`src/rtl/game_pkg.sv`:
```
// Shared game-wide types and constants for the hit/HP path.
package game_pkg;

  // Hit manager FSM encoding; the values are visible to the menu/draw logic.
  typedef enum logic [1:0] {
    StIdle   = 2'd0,
    StArmed  = 2'd1,
    StInvuln = 2'd2,
    StDead   = 2'd3
  } hm_state_t;

  // HP loaded at game start, shared with hp_control.
  localparam int unsigned GameMaxHp = 8;

  // One second of invulnerability at 65 MHz.
  localparam int unsigned GameInvulnCycles = 65_000_000;

  // Counter bit giving a visible blink rate during invulnerability.
  localparam int unsigned GameBlinkBit = 22;

endpackage

```
`src/rtl/invuln_timer.sv`:
```
// Loadable down-counter that times the invulnerability window.
module invuln_timer #(
  parameter int unsigned Width = 26
) (
  input  logic             pclk,
  input  logic             rst_n,
  input  logic             load,
  input  logic             clear,
  input  logic [Width-1:0] load_val,
  output logic [Width-1:0] count,
  output logic             done
);

  logic [Width-1:0] r_count_q;
  logic [Width-1:0] r_count_d;

  // Clear wins over load; otherwise count down and rest at zero.
  always_comb begin
    r_count_d = r_count_q;
    if (clear) begin
      r_count_d = '0;
    end else if (load) begin
      r_count_d = load_val;
    end else if (r_count_q != '0) begin
      r_count_d = r_count_q - 1'b1;
    end
  end

  // Counter register.
  always_ff @(posedge pclk or negedge rst_n) begin
    if (!rst_n) begin
      r_count_q <= '0;
    end else begin
      r_count_q <= r_count_d;
    end
  end

  assign count = r_count_q;
  assign done  = (r_count_q == '0);

endmodule

```
`src/rtl/hit_manager.sv`:
```
// Turns raw collision/test-hit levels into debounced one-cycle player hits,
// with an invulnerability window, HP tracking and game-over.
module hit_manager
  import game_pkg::*;
#(
  parameter int unsigned MAX_HP        = GameMaxHp,
  parameter int unsigned INVULN_CYCLES = GameInvulnCycles,
  parameter int unsigned BLINK_BIT     = GameBlinkBit,
  localparam int unsigned HpW          = $clog2(MAX_HP + 1),
  localparam int unsigned CntW         = $clog2(INVULN_CYCLES)
) (
  input  logic           pclk,
  input  logic           rst_n,
  input  logic           game_on,
  input  logic           damage_in,
  input  logic           test_hit,
  output logic           player_hit,
  output logic [HpW-1:0] hp,
  output logic           invulnerable,
  output logic           blink,
  output logic           game_over
);

  localparam logic [HpW-1:0]  HpFull  = HpW'(MAX_HP);
  localparam logic [CntW-1:0] LoadVal = CntW'(INVULN_CYCLES - 1);

  hm_state_t       r_state_q, r_state_d;
  logic [HpW-1:0]  r_hp_q, r_hp_d;
  logic            r_hit_q, r_hit_d;

  logic            w_hit_req;
  logic            w_load;
  logic            w_clear;
  logic            w_done;
  logic [CntW-1:0] w_count;

  assign w_hit_req = damage_in | test_hit;

  invuln_timer #(
    .Width(CntW)
  ) u_invuln_timer (
    .pclk    (pclk),
    .rst_n   (rst_n),
    .load    (w_load),
    .clear   (w_clear),
    .load_val(LoadVal),
    .count   (w_count),
    .done    (w_done)
  );

  // Next-state, HP update and hit pulse; leaving gameplay overrides everything.
  always_comb begin
    r_state_d = r_state_q;
    r_hp_d    = r_hp_q;
    r_hit_d   = 1'b0;
    w_load    = 1'b0;
    w_clear   = 1'b0;
    if (!game_on) begin
      r_state_d = StIdle;
      r_hp_d    = HpFull;
      w_clear   = 1'b1;
    end else begin
      unique case (r_state_q)
        StIdle: begin
          r_hp_d    = HpFull;
          r_state_d = StArmed;
        end
        StArmed: begin
          // hp is never 0 here, the guard only keeps underflow impossible.
          if (w_hit_req && (r_hp_q != '0)) begin
            r_hit_d = 1'b1;
            r_hp_d  = r_hp_q - 1'b1;
            if (r_hp_q == HpW'(1)) begin
              r_state_d = StDead;
            end else begin
              r_state_d = StInvuln;
              w_load    = 1'b1;
            end
          end
        end
        StInvuln: begin
          if (w_done) begin
            r_state_d = StArmed;
          end
        end
        StDead: begin
          r_hp_d = '0;
        end
        default: begin
          r_state_d = StIdle;
        end
      endcase
    end
  end

  // State, HP and hit-pulse registers.
  always_ff @(posedge pclk or negedge rst_n) begin
    if (!rst_n) begin
      r_state_q <= StIdle;
      r_hp_q    <= HpFull;
      r_hit_q   <= 1'b0;
    end else begin
      r_state_q <= r_state_d;
      r_hp_q    <= r_hp_d;
      r_hit_q   <= r_hit_d;
    end
  end

  // Outputs decode registers only, so nothing is combinational from inputs.
  assign player_hit   = r_hit_q;
  assign hp           = r_hp_q;
  assign invulnerable = (r_state_q == StInvuln);
  assign game_over    = (r_state_q == StDead);
  assign blink        = (r_state_q == StInvuln) & w_count[BLINK_BIT];

endmodule

```
`config.mk`:
```
export PLATFORM = sky130hd
export DESIGN_NAME = hit_manager
export DESIGN_NICKNAME = d
export VERILOG_FILES = /design/src/rtl/game_pkg.sv /design/src/rtl/invuln_timer.sv /design/src/rtl/hit_manager.sv
export SDC_FILE = /design/constraint.sdc
export NUM_CORES = 1
export LEC_CHECK = 0
export BUFFER_PORTS_ARGS = -buffer_cell sky130_fd_sc_hd__buf_2
export CORE_ASPECT_RATIO = 0.7
export CORE_MARGIN = 1.5
export CORE_UTILIZATION = 53
export CTS_CLUSTER_SIZE = 24
export DETAILED_ROUTE_END_ITERATION = 16
export MAX_ROUTING_LAYER = met4
export PLACE_DENSITY = 0.73
export SYNTH_ARGS = -nofsm -noshare
export SYNTH_HDL_FRONTEND = slang
export SYNTH_SLANG_ARGS = --single-unit
```
`constraint.sdc`:
```
create_clock -name pclk -period 2 [get_ports pclk]
set_clock_uncertainty 0.15 [all_clocks]
set_input_delay 0.3 -clock pclk [delete_from_list [all_inputs] [get_ports pclk]]
set_output_delay 0.3 -clock pclk [all_outputs]
set_load 0.05 [all_outputs]
```
==> results of run 1 <==
-- critical path: stages, from the launching register on --
cell     delay [ps]
dfrtp_1         430
nor4_4          360
and4_4          320
nand4_1         200
buf_6           220
xnor2_2         140
a21oi_1          80
-- layout make-up --
type	instances	area [um^2]	area share, %
inverter	7	26.28	1.076
sequential	33	829.5	33.98
tap	47	58.81	2.409
clock buffer	7	96.34	3.947
clock inverter	1	5.005	0.2050
timing repair buffer	48	341.6	13.99
multi-input combinational	151	1084	44.39
-- synthesized netlist by cell type --
cell,count
or3_1,4
a311oi_1,2
o21ai_0,6
nor4_1,1
and4_1,1
nand4_1,2
nand2b_1,3
nand2_1,24
clkbuf_1,4
a211oi_1,3
and3_1,2
nor3b_2,1
and2_1,1
nor4_4,2
dfrtp_1,32
nand3b_1,1
ha_1,3
a21oi_2,1
xor2_1,6
or3b_1,1
nor3_1,8
nand3_1,6
mux2i_1,1
o31a_1,1
a31oi_1,6
mux2_4,1
a21oi_1,18
a31o_2,1
nor4_2,2
buf_2,2
xnor2_1,12
nor2_1,21
nor3b_1,1
or4_4,1
o31ai_1,1
dfstp_2,1
buf_4,1
inv_1,7
nand4b_1,1
a2111oi_2,1
o211ai_1,1
o21ai_1,4
-- sequential cells by signal, indices dropped and copies added (netlist names) --
name,flops
u_invuln_timer.count,26
hp,4
r_state_q,2
player_hit,1
-- cell families after synthesis --
logic type / after synthesis / synth area share, %
buffers and inverters: 14 / 3.208
adder cells (fa/ha/maj): 3 / 2.048
AND/OR/NAND/NOR: 83 / 24.71
XOR/XNOR: 18 / 8.601
multiplexers: 2 / 1.365
AO/OA/AOI/OAI: 45 / 14.95
flip-flops: 33 / 45.12
-- path summary, 6_finish.rpt --
kind / cells past startpoint / endpoint / startpoint
worst max register to register: 6 / u_invuln_timer.count[0]$_DFFE_PN0P_ / u_invuln_timer.count[13]$_DFFE_PN0P_
worst min-delay path: 2 / hp[3]$_DFFE_PN1P_ / game_on
worst max-delay path: 6 / u_invuln_timer.count[0]$_DFFE_PN0P_ / u_invuln_timer.count[13]$_DFFE_PN0P_
worst min register to register: 1 / hp[3]$_DFFE_PN1P_ / r_state_q[0]$_DFFE_PN0P_
min in group asynchronous: 2 / u_invuln_timer.count[11]$_DFFE_PN0P_ / rst_n
max in group asynchronous: 2 / hp[1]$_DFFE_PN0P_ / rst_n
-- power breakdown --
group          switching, uW  leakage (uW)  internal (uW)
combinational           1370      0.000590           1190
sequential               285      0.000435            884
clock                    259     0.0000542            311
-- repair_timing --
| action | 4_1_cts | 5_1_grt |
|---|---|---|
| pin swaps | 4 | 10 |
| hold buffers | 1 | 0 |
| buffers inserted | 5 | 4 |
| endpoints found under the hold margin | 32 | 0 |
| setup endpoints to repair | 15 | 24 |
| gates resized for setup | 8 | 17 |
| cloned | 1 | 0 |
-- routing by layer --
metal | GRT usage [%] | wire length [um]
met1 | 36.32 | 2227
met2 | 46.21 | 2526
met3 | 7.308 | 358
met4 | 12.04 | 116
met5 | - | 0
-- through the flow --
step / setup WS, ps / cells
2_1_floorplan: -1.451 / 198
6_report: -39.61 / 294
5_1_grt: -101.6 / 294
3_5_place_dp: -61.95 / 275
4_1_cts: -5.708 / 290
3_3_place_gp: 24.86 / 275
==> metrics, run 1 <==
via/cell ratio between 5 and 6; buffer levels on the longest clock path 2; cell type with the highest aggregate area in the netlist dfrtp_1; fraction of post-synthesis cell area in the top cell type by area a little over two fifths; Critical Path Source Type flop; global-route wire length before repair around 8 mm; estimated wirelength of the detail-placed design approximately 3.2 mm; CP Capture Type flop; power density relative to cell area between 1500 and 2000 mW/mm^2; die outline area 0.003826 mm^2; worst-margin pin slew 746.4 ps; detailed-routing iteration count for the pre-antenna-repair pass 4; proportion of layout cells with a drive suffix above 1 36.03%; Finish-stage setup viols 3; Antenna Cells 0; total negative slack -100.3 ps; Fin. Hold Viols 0; detail-routed net length per standard cell around 18 um; synthesized area per cell slightly above 9 um^2; netlist area before placement approximately 0.0018 mm^2; cell area reported after detailed placement ~0.0021 mm^2; total number of clock tree sinks 33; Max Clk Rate 490.3 MHz; number of H-tree branching levels 2; ratio of final minimum period to clock period 102.0%; Core Box Area between 0.003 and 0.004 mm^2; kind of critical path flop to flop; biggest area contributors in the synthesized netlist dfrtp_1 44%, xnor2_1 5.7%, a21oi_1 4.9%; violations in the final reports setup timing; Worst Path Max Fanout 5; drt drc 0; synthesized flop and latch total 33; vias in the first global route 1,771; CTS Root Buffer Type clkbuf_8; post-route setup slack -39.61 ps; worst relative slew slack between 50 and 60%; Final nets 254; PortBufs 12; count of routing violations after the opening detailed-route iteration 138; initial core utilization 56.70%; synthesized netlist net count just over 200; unrepaired setup endpoints after global routing true; number of routed nets with antenna violations 0; largest net degree at the start of global routing 34; Chip Height 52.21 um; number of instances in the synthesized netlist 198; area added between synthesis and finish 33.17%; static leakage ~0.0011 uW; final weighted congestion of routability-driven global placement 0.9431; endpoint arrival time on the critical path 2040 ps; Final Hold Slack 180.0 ps; PnR Total Power roughly 4300 uW; aggregate global-route resource usage between 20 and 30%; I/O pin cnt 13; status finished with violations; number of warnings printed during yosys synthesis 0; leading cell types in the layout, fill and taps excluded 31 x buf_4, 30 x dfrtp_1, 23 x nand2_1, 18 x nor2_1, 18 x a21oi_1; post-synth cell types 42; antenna violations before repair 0; Period minus WS final about 2000 ps; Clock Latency Late Sink about 290 ps; Remaining Overflow, GRT 0; TritonCTS clock tree built; TritonCTS Buffers 5; flop2flop setup slack -40 ps; Chip Width roughly 73 um; largest voltage drop on the vdd net ~1.0 mV; count of filler cells inserted in the layout 227; type of the tightest min-delay check input pin to flop; most frequent standard cell in the layout excluding fill and tap cells buf_4; number of core rows 17; overall routed net length ~5.2 mm; Max Slew Vio Count 0; utilization after layout 75.50%; clock slew at the register clock pins of the worst setup and hold paths approximately 80 ps; sequential share of the synthesized area a little under half; number of maximum-capacitance violations 0; detailed-route via count 1,760; design area about 0.0024 mm^2; CP Data Required Time about 2000 ps
No activity file was read; power rests on OpenSTA's default activity.
==> run 2, diff against run 1 <==
--- a/config.mk
+++ b/config.mk
@@ -13,6 +13,7 @@
 export DETAILED_ROUTE_END_ITERATION = 16
 export MAX_ROUTING_LAYER = met4
 export PLACE_DENSITY = 0.73
+export REMOVE_ABC_BUFFERS = 1
 export SYNTH_ARGS = -nofsm -noshare
 export SYNTH_HDL_FRONTEND = slang
 export SYNTH_SLANG_ARGS = --single-unit
==> run 2 against run 1 <==
Against the previous run:
- the flow still finishes with violations (setup timing)
- die area unchanged
- global-route usage decreased by 1.9 points
- sequential share of layout area increased by 0.71 points
- largest cell class unchanged
==> metrics, run 2 (synthesis gave the netlist of run 1 again) <==
number of maximum-capacitance violations 0; detail-routed net length per standard cell between 15 and 20 um; Critical Path Source Type flop; total number of clock tree sinks 33; number of core rows 17; most frequent standard cell in the layout excluding fill and tap cells buf_4; worst hold endpoint hp[3]$_DFFE_PN1P_; design area 0.002387 mm^2; overall routed net length roughly 4.8 mm; cell area reported after detailed placement between 0.002 and 0.0025 mm^2; PortBufs 12; area added between synthesis and finish 30.24%; ratio of final minimum period to clock period 103.1%; Core Box Area between 0.003 and 0.004 mm^2; CP delay by family, top simple AND/OR/NAND/NOR gates; number of H-tree branching levels 2; status finished with violations; worst relative slew slack about half; Period minus WS final approximately 2100 ps; Remaining Overflow, GRT 0; unrepaired setup endpoints after global routing true; die outline area ~0.0038 mm^2; source of the worst register-to-register timing path u_invuln_timer.count[21]$_DFFE_PN0P_; Max Slew Vio Count 0; hold wc startpoint game_on; proportion of layout cells with a drive suffix above 1 between 30% and 40%; count of routing violations after the opening detailed-route iteration approximately 130; CP Capture Type flop; estimated wirelength of the detail-placed design between 3 and 4 mm; cells along the critical path or4_4 -> nor4_4 -> nand4_1 -> buf_6 -> mux2_4 -> a21oi_2; worst-margin pin slew between 700 and 800 ps; clock slew at the register clock pins of the worst setup and hold paths around 60 ps; I/O pin cnt 13; initial core utilization a little under three fifths; detailed-routing iteration count for the pre-antenna-repair pass 6; switching power around 1700 uW; Chip Height approximately 52 um; Antenna Cells 0; vias in the first global route approximately 1.6k; violations in the final reports setup timing; global-route wire length before repair roughly 7.5 mm; aggregate global-route resource usage 27.31%; Chip Width 73.29 um; CP Data Required Time around 2100 ps; combined buffer and inverter count along the critical path 1; worst-case reg-to-reg path depth 6; Final nets 257; kind of critical path flop to flop; Worst Path Max Fanout 5; Internal around 2300 uW; Finish-stage setup viols 4; Switching Share 42.95%; via/cell ratio around 5.8; leading cell types in the layout, fill and taps excluded 37 x buf_4, 31 x dfrtp_1, 23 x nand2_1, 21 x nor2_1, 18 x a21oi_1; slowest cell delay on critical path 560 ps; post-route setup slack -62.80 ps; antenna violations before repair 0; flip-flop count of the largest register after layout 26; Comb power frac about three fifths; endpoint arrival time on the critical path 2130 ps; largest voltage drop on the vdd net 0.7686 mV; drt drc 0; library cell contributing the largest single delay on the critical path or4_4; TritonCTS clock tree built; endpoint of the worst-slack reg-to-reg timing path u_invuln_timer.count[1]$_DFFE_PN0P_; share of total power in the clock network a little under an eighth; power density relative to cell area 1684 mW/mm^2; utilization after layout around three quarters; Fin. Hold Viols 0; Clock Latency Late Sink between 200 and 300 ps; Max Clk Rate 484.8 MHz; total negative slack -86.58 ps; CTS Root Buffer Type clkbuf_8; type of the tightest min-delay check input pin to flop; static leakage about 0.0011 uW; final weighted congestion of routability-driven global placement 0.9359; buffer levels on the longest clock path 2; sequential share of power 28.4%; detailed-route via count about 1.7k; TritonCTS Buffers 5; number of routed nets with antenna violations 0; largest net degree at the start of global routing 34; flop2flop setup slack -60 ps; hold depth 2; worst slack at placement -145.4 ps
run 2: changes by cell type in the layout (fill, tap and decap cells not counted), sizes merged:
cell,delta
clkinv,-1
clkbuf,+1
buf,+3
run 2: worst max-delay path by stage:
stage | start | to | slack [ps] | cells past startpoint
finish | u_invuln_timer.count[21]$_DFFE_PN0P_ | u_invuln_timer.count[1]$_DFFE_PN0P_ | -60 | 6
global route | u_invuln_timer.count[21]$_DFFE_PN0P_ | u_invuln_timer.count[1]$_DFFE_PN0P_ | -130 | 6
floorplan | hp[0]$_DFFE_PN0P_ | u_invuln_timer.count[16]$_DFFE_PN0P_ | -610 | 6
CTS | u_invuln_timer.count[21]$_DFFE_PN0P_ | u_invuln_timer.count[1]$_DFFE_PN0P_ | 6 | 6
detailed placement | u_invuln_timer.count[21]$_DFFE_PN0P_ | u_invuln_timer.count[1]$_DFFE_PN0P_ | -150 | 5
global placement | u_invuln_timer.count[0]$_DFFE_PN0P_ | u_invuln_timer.count[24]$_DFFE_PN0P_ | -70 | 7
run 2: timing repair:
item / 4_1_cts / 5_1_grt
endpoints found under the setup margin: 25 / 21
setup buffers: 7 / 6
pin swaps: 5 / 12
hold buffers: 1 / 0
gates resized for setup: 5 / 16
endpoints found under the hold margin: 32 / 0
run 2: routing by layer:
layer	vias to the layer above	track usage, %	wire length [um]
met5	-	-	0
met4	0	11.73	112
met3	13	5.962	334
met2	80	40.45	2211
met1	827	36.49	2109
li1	802	-	-
run 2: layout make-up:
cell class                      count  area [um^2]
Inverter                            7        26.28
Fill cell                         218        845.8
Tap cell                           47        58.81
Multi-Input combinational cell    151         1035
Timing Repair Buffer               51        359.1
Sequential cell                    33        828.3
Clock buffer                        8        80.08
run 2: power by group through the flow:
stage               Combinational, uW  Sequential, uW  Clock (uW)
global placement                 1900            1120           0
detailed placement               1940            1140           0
finish                           2410            1140         471
CTS                              2090            1130         479
global route                     2590            1170         519
floorplan                        1210            1170           0
run 2: per-stage QoR:
stage | std cells | hold slack [ps] | power (uW)
floorplan | 191 | -145.6 | 2380
global placement | 275 | 230.2 | 3024
detailed placement | 275 | 244.7 | 3080
CTS | 291 | 174.8 | 3705
global route | 297 | 196.8 | 4281
finish | 297 | 184.9 | 4020
run 2: worst reg2reg max path, delay by kind of cell (launching register included):
kind | cells | cell delay (ps)
AND/OR/NAND/NOR | 3 | 880
flip-flops | 1 | 380
multiplexers | 1 | 300
buffers and inverters | 1 | 170
AO/OA/AOI/OAI | 1 | 120
